[src/rtl/serial_pattern_tx_if.sv]
// serial_pattern_tx_if
//   Handshake/bus bundle between a frame producer and serial_pattern_tx.
//   master: the producer (drives load/data/len, observes the rest).
//   slave : the transmitter (serial_pattern_tx).
// Signals
//   load     frame request, sampled only while ready=1
//   data     frame bits, only [len-1:0] are used
//   len      frame length in bits, legal 1..WIDTH
//   ready    a load is accepted at this edge
//   x        serial bit, 0 when not transmitting
//   xvalid   x carries a frame bit
//   done     one-cycle pulse in the cycle after the last bit
//   pair_cnt number of adjacent (0,1) pairs in the last completed frame
//   err      one-cycle pulse after a load with an illegal len
interface serial_pattern_tx_if #(
   parameter int WIDTH = 16,
   parameter int CNT_W = 5
);
   logic             load;
   logic [WIDTH-1:0] data;
   logic [CNT_W-1:0] len;
   logic             ready;
   logic             x;
   logic             xvalid;
   logic             done;
   logic [CNT_W-1:0] pair_cnt;
   logic             err;

   modport master (
      output load, data, len,
      input  ready, x, xvalid, done, pair_cnt, err
   );

   modport slave (
      input  load, data, len,
      output ready, x, xvalid, done, pair_cnt, err
   );
endinterface

[src/rtl/serial_pattern_tx.sv]
// serial_pattern_tx
//   Serial stimulus transmitter for the x/z sequence-detector family.
//   A parallel frame is taken through a load/ready handshake and shifted
//   out one bit per clock on x, qualified by xvalid. The number of
//   adjacent (0,1) pairs emitted in each frame is reported on pair_cnt
//   when the frame completes, for comparison against a detector's z pulses.
// Ports
//   clk  rising-edge clock
//   rst  synchronous reset, active-high, overrides everything
//   bus  serial_pattern_tx_if.slave (load, data, len, ready, x, xvalid,
//        done, pair_cnt, err)
// Parameters
//   WIDTH  maximum frame length (2..64); CNT_W width of len/pair_cnt,
//          2**CNT_W must exceed WIDTH
// Configuration
//   SERIAL_TX_MSB_FIRST_EN  defined: frame sent data[len-1] first.
//                           undefined (default): data[0] first.
// Timing
//   Accept at edge N puts bit k on x in cycle N+1+k; done and the new
//   pair_cnt appear in cycle N+len+1. All outputs are registered.
module serial_pattern_tx #(
   parameter int WIDTH = 16,
   parameter int CNT_W = 5
) (
   input  logic clk,
   input  logic rst,
   serial_pattern_tx_if.slave bus
);

   typedef enum logic [1:0] {
      IDLE  = 2'd0,
      SHIFT = 2'd1,
      DONE  = 2'd2
   } state_t;

   localparam logic [CNT_W-1:0] WIDTH_C = CNT_W'(WIDTH);

   state_t           state;
   logic [WIDTH-1:0] shreg;      // bits still to be sent, next bit at the exit end
   logic [CNT_W-1:0] remain;     // bits left after the one currently on x
   logic             prev_bit;   // bit currently on x, for pair detection
   logic [CNT_W-1:0] pair_acc;   // running pair count of the frame in flight

   logic             ready_r;
   logic             x_r;
   logic             xvalid_r;
   logic             done_r;
   logic [CNT_W-1:0] pair_cnt_r;
   logic             err_r;

   logic             len_ok;
   logic             first_bit;
   logic             next_bit;
   logic [WIDTH-1:0] shreg_load;
   logic [WIDTH-1:0] shreg_next;

   assign len_ok = (bus.len != '0) && (bus.len <= WIDTH_C);

`ifdef SERIAL_TX_MSB_FIRST_EN
   // Left-align the frame so data[len-1] sits at the MSB, then shift left.
   logic [WIDTH-1:0] load_img;

   always_comb begin
      load_img   = bus.data << (WIDTH_C - bus.len);
      first_bit  = load_img[WIDTH-1];
      shreg_load = load_img << 1;
      next_bit   = shreg[WIDTH-1];
      shreg_next = shreg << 1;
   end
`else
   // Bits above len-1 are never reached because the bit counter stops first.
   always_comb begin
      first_bit  = bus.data[0];
      shreg_load = bus.data >> 1;
      next_bit   = shreg[0];
      shreg_next = shreg >> 1;
   end
`endif

   always_ff @(posedge clk) begin
      if (rst) begin
         state      <= IDLE;
         ready_r    <= 1'b1;
         x_r        <= 1'b0;
         xvalid_r   <= 1'b0;
         done_r     <= 1'b0;
         err_r      <= 1'b0;
         pair_cnt_r <= '0;
         pair_acc   <= '0;
         prev_bit   <= 1'b0;
         remain     <= '0;
      end else begin
         done_r <= 1'b0;
         err_r  <= 1'b0;
         case (state)
            IDLE, DONE: begin
               if (bus.load && len_ok) begin
                  // Accept: first bit goes straight onto x for 1-cycle latency.
                  state    <= SHIFT;
                  ready_r  <= 1'b0;
                  x_r      <= first_bit;
                  xvalid_r <= 1'b1;
                  shreg    <= shreg_load;
                  remain   <= bus.len - CNT_W'(1);
                  prev_bit <= first_bit;
                  pair_acc <= '0;
               end else begin
                  // Illegal len is dropped; a DONE cycle still falls to IDLE.
                  err_r    <= bus.load;
                  state    <= IDLE;
                  ready_r  <= 1'b1;
                  x_r      <= 1'b0;
                  xvalid_r <= 1'b0;
               end
            end
            SHIFT: begin
               if (remain == '0) begin
                  state      <= DONE;
                  ready_r    <= 1'b1;
                  x_r        <= 1'b0;
                  xvalid_r   <= 1'b0;
                  done_r     <= 1'b1;
                  pair_cnt_r <= pair_acc;
               end else begin
                  x_r      <= next_bit;
                  shreg    <= shreg_next;
                  remain   <= remain - CNT_W'(1);
                  prev_bit <= next_bit;
                  // The first bit of a frame is loaded as prev_bit, so it can
                  // only ever be the 0 side of a pair.
                  if (!prev_bit && next_bit) begin
                     pair_acc <= pair_acc + CNT_W'(1);
                  end
               end
            end
            default: begin
               state    <= IDLE;
               ready_r  <= 1'b1;
               x_r      <= 1'b0;
               xvalid_r <= 1'b0;
            end
         endcase
      end
   end

   assign bus.ready    = ready_r;
   assign bus.x        = x_r;
   assign bus.xvalid   = xvalid_r;
   assign bus.done     = done_r;
   assign bus.pair_cnt = pair_cnt_r;
   assign bus.err      = err_r;

endmodule

[src/flat_wrapper.sv]
// flat-port wrapper written by rule: the top's interface ports become plain ports
module serial_pattern_tx_flat 
#(
   parameter int WIDTH = 16,
   parameter int CNT_W = 5
)
  (clk, rst, bus_load, bus_data, bus_len, bus_ready, bus_x, bus_xvalid, bus_done, bus_pair_cnt, bus_err);
  serial_pattern_tx_if #(.WIDTH(WIDTH), .CNT_W(CNT_W)) bus_i ();
  input  logic clk;
  input  logic rst;
  input wire logic [$bits(bus_i.load)-1:0] bus_load;
  input wire logic [$bits(bus_i.data)-1:0] bus_data;
  input wire logic [$bits(bus_i.len)-1:0] bus_len;
  output wire logic [$bits(bus_i.ready)-1:0] bus_ready;
  output wire logic [$bits(bus_i.x)-1:0] bus_x;
  output wire logic [$bits(bus_i.xvalid)-1:0] bus_xvalid;
  output wire logic [$bits(bus_i.done)-1:0] bus_done;
  output wire logic [$bits(bus_i.pair_cnt)-1:0] bus_pair_cnt;
  output wire logic [$bits(bus_i.err)-1:0] bus_err;
  assign bus_i.load = bus_load;
  assign bus_i.data = bus_data;
  assign bus_i.len = bus_len;
  assign bus_ready = bus_i.ready;
  assign bus_x = bus_i.x;
  assign bus_xvalid = bus_i.xvalid;
  assign bus_done = bus_i.done;
  assign bus_pair_cnt = bus_i.pair_cnt;
  assign bus_err = bus_i.err;
  serial_pattern_tx #(.WIDTH(WIDTH), .CNT_W(CNT_W)) u_core (.clk(clk), .rst(rst), .bus(bus_i));
endmodule
[config.mk]
export PLATFORM = sky130hd
export DESIGN_NAME = serial_pattern_tx_flat
export DESIGN_NICKNAME = d
export VERILOG_FILES = /design/src/rtl/serial_pattern_tx_if.sv /design/src/rtl/serial_pattern_tx.sv /design/src/flat_wrapper.sv
export SDC_FILE = /design/constraint.sdc
export NUM_CORES = 1
export LEC_CHECK = 0
export CAP_MARGIN = 25
export CORE_MARGIN = 3
export CORE_UTILIZATION = 57
export CTS_BUF_LIST = sky130_fd_sc_hd__clkbuf_4
export DETAILED_ROUTE_END_ITERATION = 8
export PLACE_DENSITY_LB_ADDON = 0.05
export SETUP_SLACK_MARGIN = 0.5
export SLEW_MARGIN = 20
export SYNTH_ARGS = -nofsm -noshare
export SYNTH_HDL_FRONTEND = slang
export SYNTH_SLANG_ARGS = --single-unit
[constraint.sdc]
create_clock -name clk -period 4.15 [get_ports clk]
set_input_delay 0.6225 -clock clk [delete_from_list [all_inputs] [get_ports clk]]
set_output_delay 0.6225 -clock clk [all_outputs]
set_load 0.02 [all_outputs]
After elaboration in Yosys (flattened, before gate mapping)
Index checks and enable logic that the tools add are counted.
Widths: inputs -> output; s select.
Word-level totals
  bits in writable memories: 0
  latch bits: 0
  memory bits (read-only): 0
  logic and storage cells: 65
  memories: 0
  bits of input ports: 24
  register bits after elaboration: 39
  output and inout port bits: 10
Operators by class
  multipliers: 0
  bitwise operators: 3
  muxes and demuxes: 26
  $lt $le $gt $ge: 1
  shifts and indexed selects: 0
  $add $sub $neg: 3
  reductions and logical operators: 15
  equality and inequality tests: 6
  div/mod/pow operators: 0
Operators with widths (count)
  $mux 16: 2
  $pmux 16 s2: 1
  $mux 5: 5
  $pmux 5 s2: 2
  $mux 1: 10
  $sub 5x1->5 const B: 2
  $pmux 1 s2: 4
  $reduce_and 4->1: 2
  $ne 2x1->1 const B: 3
  $add 5x1->5 const B: 1
  $le 5x5->1 const B: 1
  $logic_not 5->1: 1
  $reduce_bool 5->1: 1
  $pmux 2 s2: 1
  $reduce_or 2->1: 2
  $logic_and 1x1->1: 3
  $not 1->1: 3
  $reduce_and 3->1: 1
  $reduce_or 3->1: 1
  $eq 2x1->1 const B: 1
  $eq 2x2->1 const B: 1
  $logic_not 2->1: 1
  $mux 2: 1
  $ne 2x2->1 const B: 1
  other kinds (3): 3

Logic depth before layout (Yosys ltp)
  word-level depth: 5
  depth in mapped cells: 8
  mapped depth without buffers: 7

Least setup slack after synthesis
Ideal clock, no wire load.
  path type: input to register
  from: input bus_len[1]
  to: register u_core.shreg[0], enable pin
  stages: 3
  buffers on the path: 0
  arrival time: 2.037 ns
  path slack: 1.717 ns
  required time: 3.755 ns
  setup time: 0.395 ns
  cells stage by stage: nor4_4 -> mux2i_1 -> a21oi_1
On the way
  cells in the longest elaborated chain, start to end: 5
  elaborated cells between the ends (all ways): 6
  classes of those cells: order compare (1); eq/ne (1); reduce/logical (4)
RTL lines
  from (decl): RTL line flat_wrapper.sv:13  | input wire logic [$bits(bus_i.len)-1:0] bus_len;
  $le 5x5->1 / $reduce_bool 5->1 (equally long branches): RTL line serial_pattern_tx.sv:57  | assign len_ok = (bus.len != '0) && (bus.len <= WIDTH_C);
  $logic_and 1x1->1 *: RTL line serial_pattern_tx.sv:57
  $logic_and 1x1->1 *: RTL line serial_pattern_tx.sv:97  | if (bus.load && len_ok) begin
  $ne 2x1->1 (no line) *
  $reduce_and 4->1 (no line) *
  to (signal assigned): RTL line serial_pattern_tx.sv:103  | shreg <= shreg_load;
  to (signal assigned): RTL line serial_pattern_tx.sv:126  | shreg <= shreg_next;
  to (decl): RTL line serial_pattern_tx.sv:39  | logic [WIDTH-1:0] shreg;
Mark *: on every way between the ends. The rest lies on a longest branch, timed or not.
A chain may end at the register's enable or synchronous reset.

Final worst setup path
  from: register u_core.state[0]
  to: register u_core.pair_acc[3]
On the way
  cells in the longest elaborated chain, start to end: 4
  elaborated cells between the ends (all ways): 10
  classes of those cells: eq/ne (5); mux (1); reduce/logical (4)
RTL lines
  from (decl): RTL line serial_pattern_tx.sv:38  | state_t state;
  from (signal assigned): RTL line serial_pattern_tx.sv:82  | state <= IDLE;
  from (signal assigned): RTL line serial_pattern_tx.sv:99  | state <= SHIFT;
  from (signal assigned): RTL line serial_pattern_tx.sv:110  | state <= IDLE;
  $eq 2x2->1 / $logic_not 2->1 (equally long branches): RTL line serial_pattern_tx.sv:95  | case (state)
  $reduce_or 2->1: RTL line serial_pattern_tx.sv:95
  $ne 2x1->1 (no line) / $reduce_bool 2->1 (equally long branches)
  $reduce_and 4->1 (no line)
  to (signal assigned): RTL line serial_pattern_tx.sv:132  | pair_acc <= pair_acc + CNT_W'(1);
  to (decl): RTL line serial_pattern_tx.sv:42  | logic [CNT_W-1:0] pair_acc;
Parallel ways exist; a longest one is shown, timed or not.

==> impl_metrics.csv <==
group,metric,value,unit
status,status,"finished, final reports clean",
placed_design,gp_congestion,0.884,
finish,drive_gt1_frac,0.0776,
floorplanning,die_h,62.2,um
synth,ys_seq_elements,38,
sta,slew_headroom,0.391,
synth,synth_top_cells_by_count,"nand2_1, dfxtp_1, edfxtp_1, nand3_1, mux2i_1",
power,switchingPower,188,uW
sta,final.min_clock_period,2.44,ns
sta,worst_slew_pin_slew,0.913,ns
sta,setup_violations,0,
floorplanning,start_util,0.626,
sta,finClkSkew,0.0139,ns
synth,ys_warn_count,0,
worst_setup_path,startpoint_type,"flip-flop",
synth,synth_async_sr_flop_share,0,
placed_design,pre_cts_ws,1.54,ns
finish,final-seq-area,911,sq um
synth,syn_area_per_cell,9.68,sq um
cts,path_clk_slew,0.11,ns
floorplanning,die-width,62.2,um
power,p_sw_frac,0.258,
finish,nNetsFinal,244,
floorplanning,die-area,0.00387,sq mm
global_routing,grt_util_all_layers,0.202,
detailed_routing,drt_iter0_drc,79,
cts,ctsLongestPathBuffers,2,
power,internal_power,541,uW
cts,cts_resized,0,
finish,multi_input_area,830,sq um
global_routing,antenna_found_initial,0,
power,clkPwrFrac,0.265,
cts,cts_max_level,2,
synth,synth_top_area_frac,0.256,
finish,num_antenna_cells,0,
worst_setup_path,worstPathRequired,4.40,ns
min_path,hp-class,"reg2reg",
detailed_routing,vias,1478,
worst_setup_path,arrival,2.69,ns
sta,finalCritPeriodShare,0.588,
cts,cts.sinks,38,
synth,ys_seq_area_frac,0.506,
global_routing,grt_pass1_vias,1449,
sta,slew_viol_final,0,
power,p_leak,0.000870,uW
cts,insertion_delay,0.33,ns
synth,synth_nets,212,
sta,clock.fmax,0.410,GHz
cts,post-cts-setup-buffers,0,
synth,mappedNetlistArea,0.00180,sq mm
detailed_routing,drt-total-wl,3830,um
floorplanning,ioPinCount,34,
worst_setup_path,critPathCaptureType,"flip-flop",
placed_design,numPortBuffers,33,
power,combinationalPowerShare,0.161,
synth,yosys.area.top_type,"dfxtp_1",
global_routing,grt_pass1_wl,6390,um
cts,cts_tree,"yes",
sta,worst_slack,1.71,ns
finish,area_delta_synth_final,22.3,%
sta,rsz0062_at_grt,"false",
floorplanning,core,0.00288,sq mm
sta,tns,0,ns
synth,syn_inst,186,
synth,synth_edf_count,15,
synth,ys.flop_type,"dfxtp_1",
placed_design,hpwlAfterDp,2630,um
power,p_per_area,331,mW/mm^2
power,ir_drop,0.228,mV
cts,cts_hold_buf,0,
cts,root_buffer,"clkbuf_4",
synth,yosys.cell_types.count,45,
detailed_routing,firstDrtPassIters,4,
floorplanning,rows,19,
synth,yosysMostFrequentCell,"nand2_1",
sta,hold_viol_final,0,
detailed_routing,wl_per_cell,14.7,um
power,sequentialPowerShare,0.574,
worst_setup_path,cp_max_fo,25,
global_routing,overflow,0,
detailed_routing,drtAntennaViolNets,0,
synth,ys_top_cells_by_area,"dfxtp_1, edfxtp_1, nand2_1",
detailed_routing,drc,0,
cts,cts_buffers,5,
detailed_routing,via_per_inst,5.66,
global_routing,grt_max_degree,26,
job,drv_cap,0,
finish,fill_cells,230,
worst_setup_path,worstSetupPathType,"reg2reg",
[cell type report]
type                            instances  area share
Clock buffer                            7      0.0239
Clock inverter                          1     0.00170
Inverter                                2     0.00341
Multi-Input combinational cell        136       0.377
Sequential cell                        38       0.414
Tap cell                               42      0.0239
Timing Repair Buffer                   35       0.157
[critical path, cell delays in order (launching register included)]
cell and delay [ns]:
dfxtp_1 0.46, and2b_1 0.77, o2111ai_2 0.43, or4_1 0.57
a31oi_1 0.13
[kinds of logic after synthesis]
family	count (synthesis)	synth area share
AOI/OAI and AO/OA	29	0.116
and+or+nand+nor	92	0.258
buffers and inverters	12	0.0334
xor gates and xnor gates	1	0.00487
DFF	38	0.506
muxes	12	0.0681
adders and majority gates	2	0.0139
[layer usage]
metal | global-route usage | wire length (um) | up-vias
li1 | - | - | 724
met4 | 0.0773 | 51 | 0
met2 | 0.348 | 1890 | 67
met5 | 0 | 0 | -
met3 | 0.0468 | 239 | 6
met1 | 0.244 | 1640 | 681
[per-stage QoR]
| step | utilization | instance area, sq um | hold slack [ns] | power [uW] | std cells |
|---|---|---|---|---|---|
| finish | 0.766 | 2200 | 0.473 | 729 | 261 |
| global route | 0.766 | 2200 | 0.503 | 762 | 261 |
| CTS | 0.766 | 2200 | 0.485 | 730 | 261 |
| detailed placement | 0.746 | 2150 | 0.470 | 543 | 253 |
| global placement | 0.746 | 2150 | 0.434 | 537 | 253 |
| floorplan | - | 1800 | 0.448 | 496 | 186 |
[power groups by stage]
stage | Sequential, uW | Combinational, uW | Clock (uW)
final | 418 | 117 | 193
after global routing | 419 | 129 | 214
after CTS | 418 | 118 | 195
after detailed placement | 426 | 117 | 0
after global placement | 425 | 112 | 0
after floorplan | 426 | 70.3 | 0
[layout by cell type (no fill, tap or decap), drive strengths merged, types with 3 or more instances in the layout]
master / n
nand2b: 5
o21ai: 3
a31oi: 5
nand3: 11
dfxtp: 23
mux2i: 10
a21oi: 6
nor3: 3
clkdlybuf4s50: 33
clkbuf: 7
nand2: 46
edfxtp: 15
nor3b: 4
a22oi: 3
nor2: 8
[sequential cells by signal (all words and copies together), names as in the netlist]
signal and count:
u_core.bus.done 1, u_core.bus.err 1, u_core.bus.pair_cnt 5, u_core.bus.ready 1, u_core.bus.x 1, u_core.bus.xvalid 1
u_core.pair_acc 5, u_core.prev_bit 1, u_core.remain 5, u_core.shreg 15, u_core.state 2
[final timing paths]
path	from	end	slack, ns	depth (start not counted)
worst min-delay path	u_core.bus.ready	u_core.bus.ready	0.47	2
worst min register to register	u_core.bus.ready	u_core.bus.ready	0.47	2
worst max register to register	u_core.state[0]	u_core.pair_acc[3]	1.71	4
worst max-delay path	u_core.state[0]	u_core.pair_acc[3]	1.71	4
Note: power is estimated with default switching activity, not from simulation.
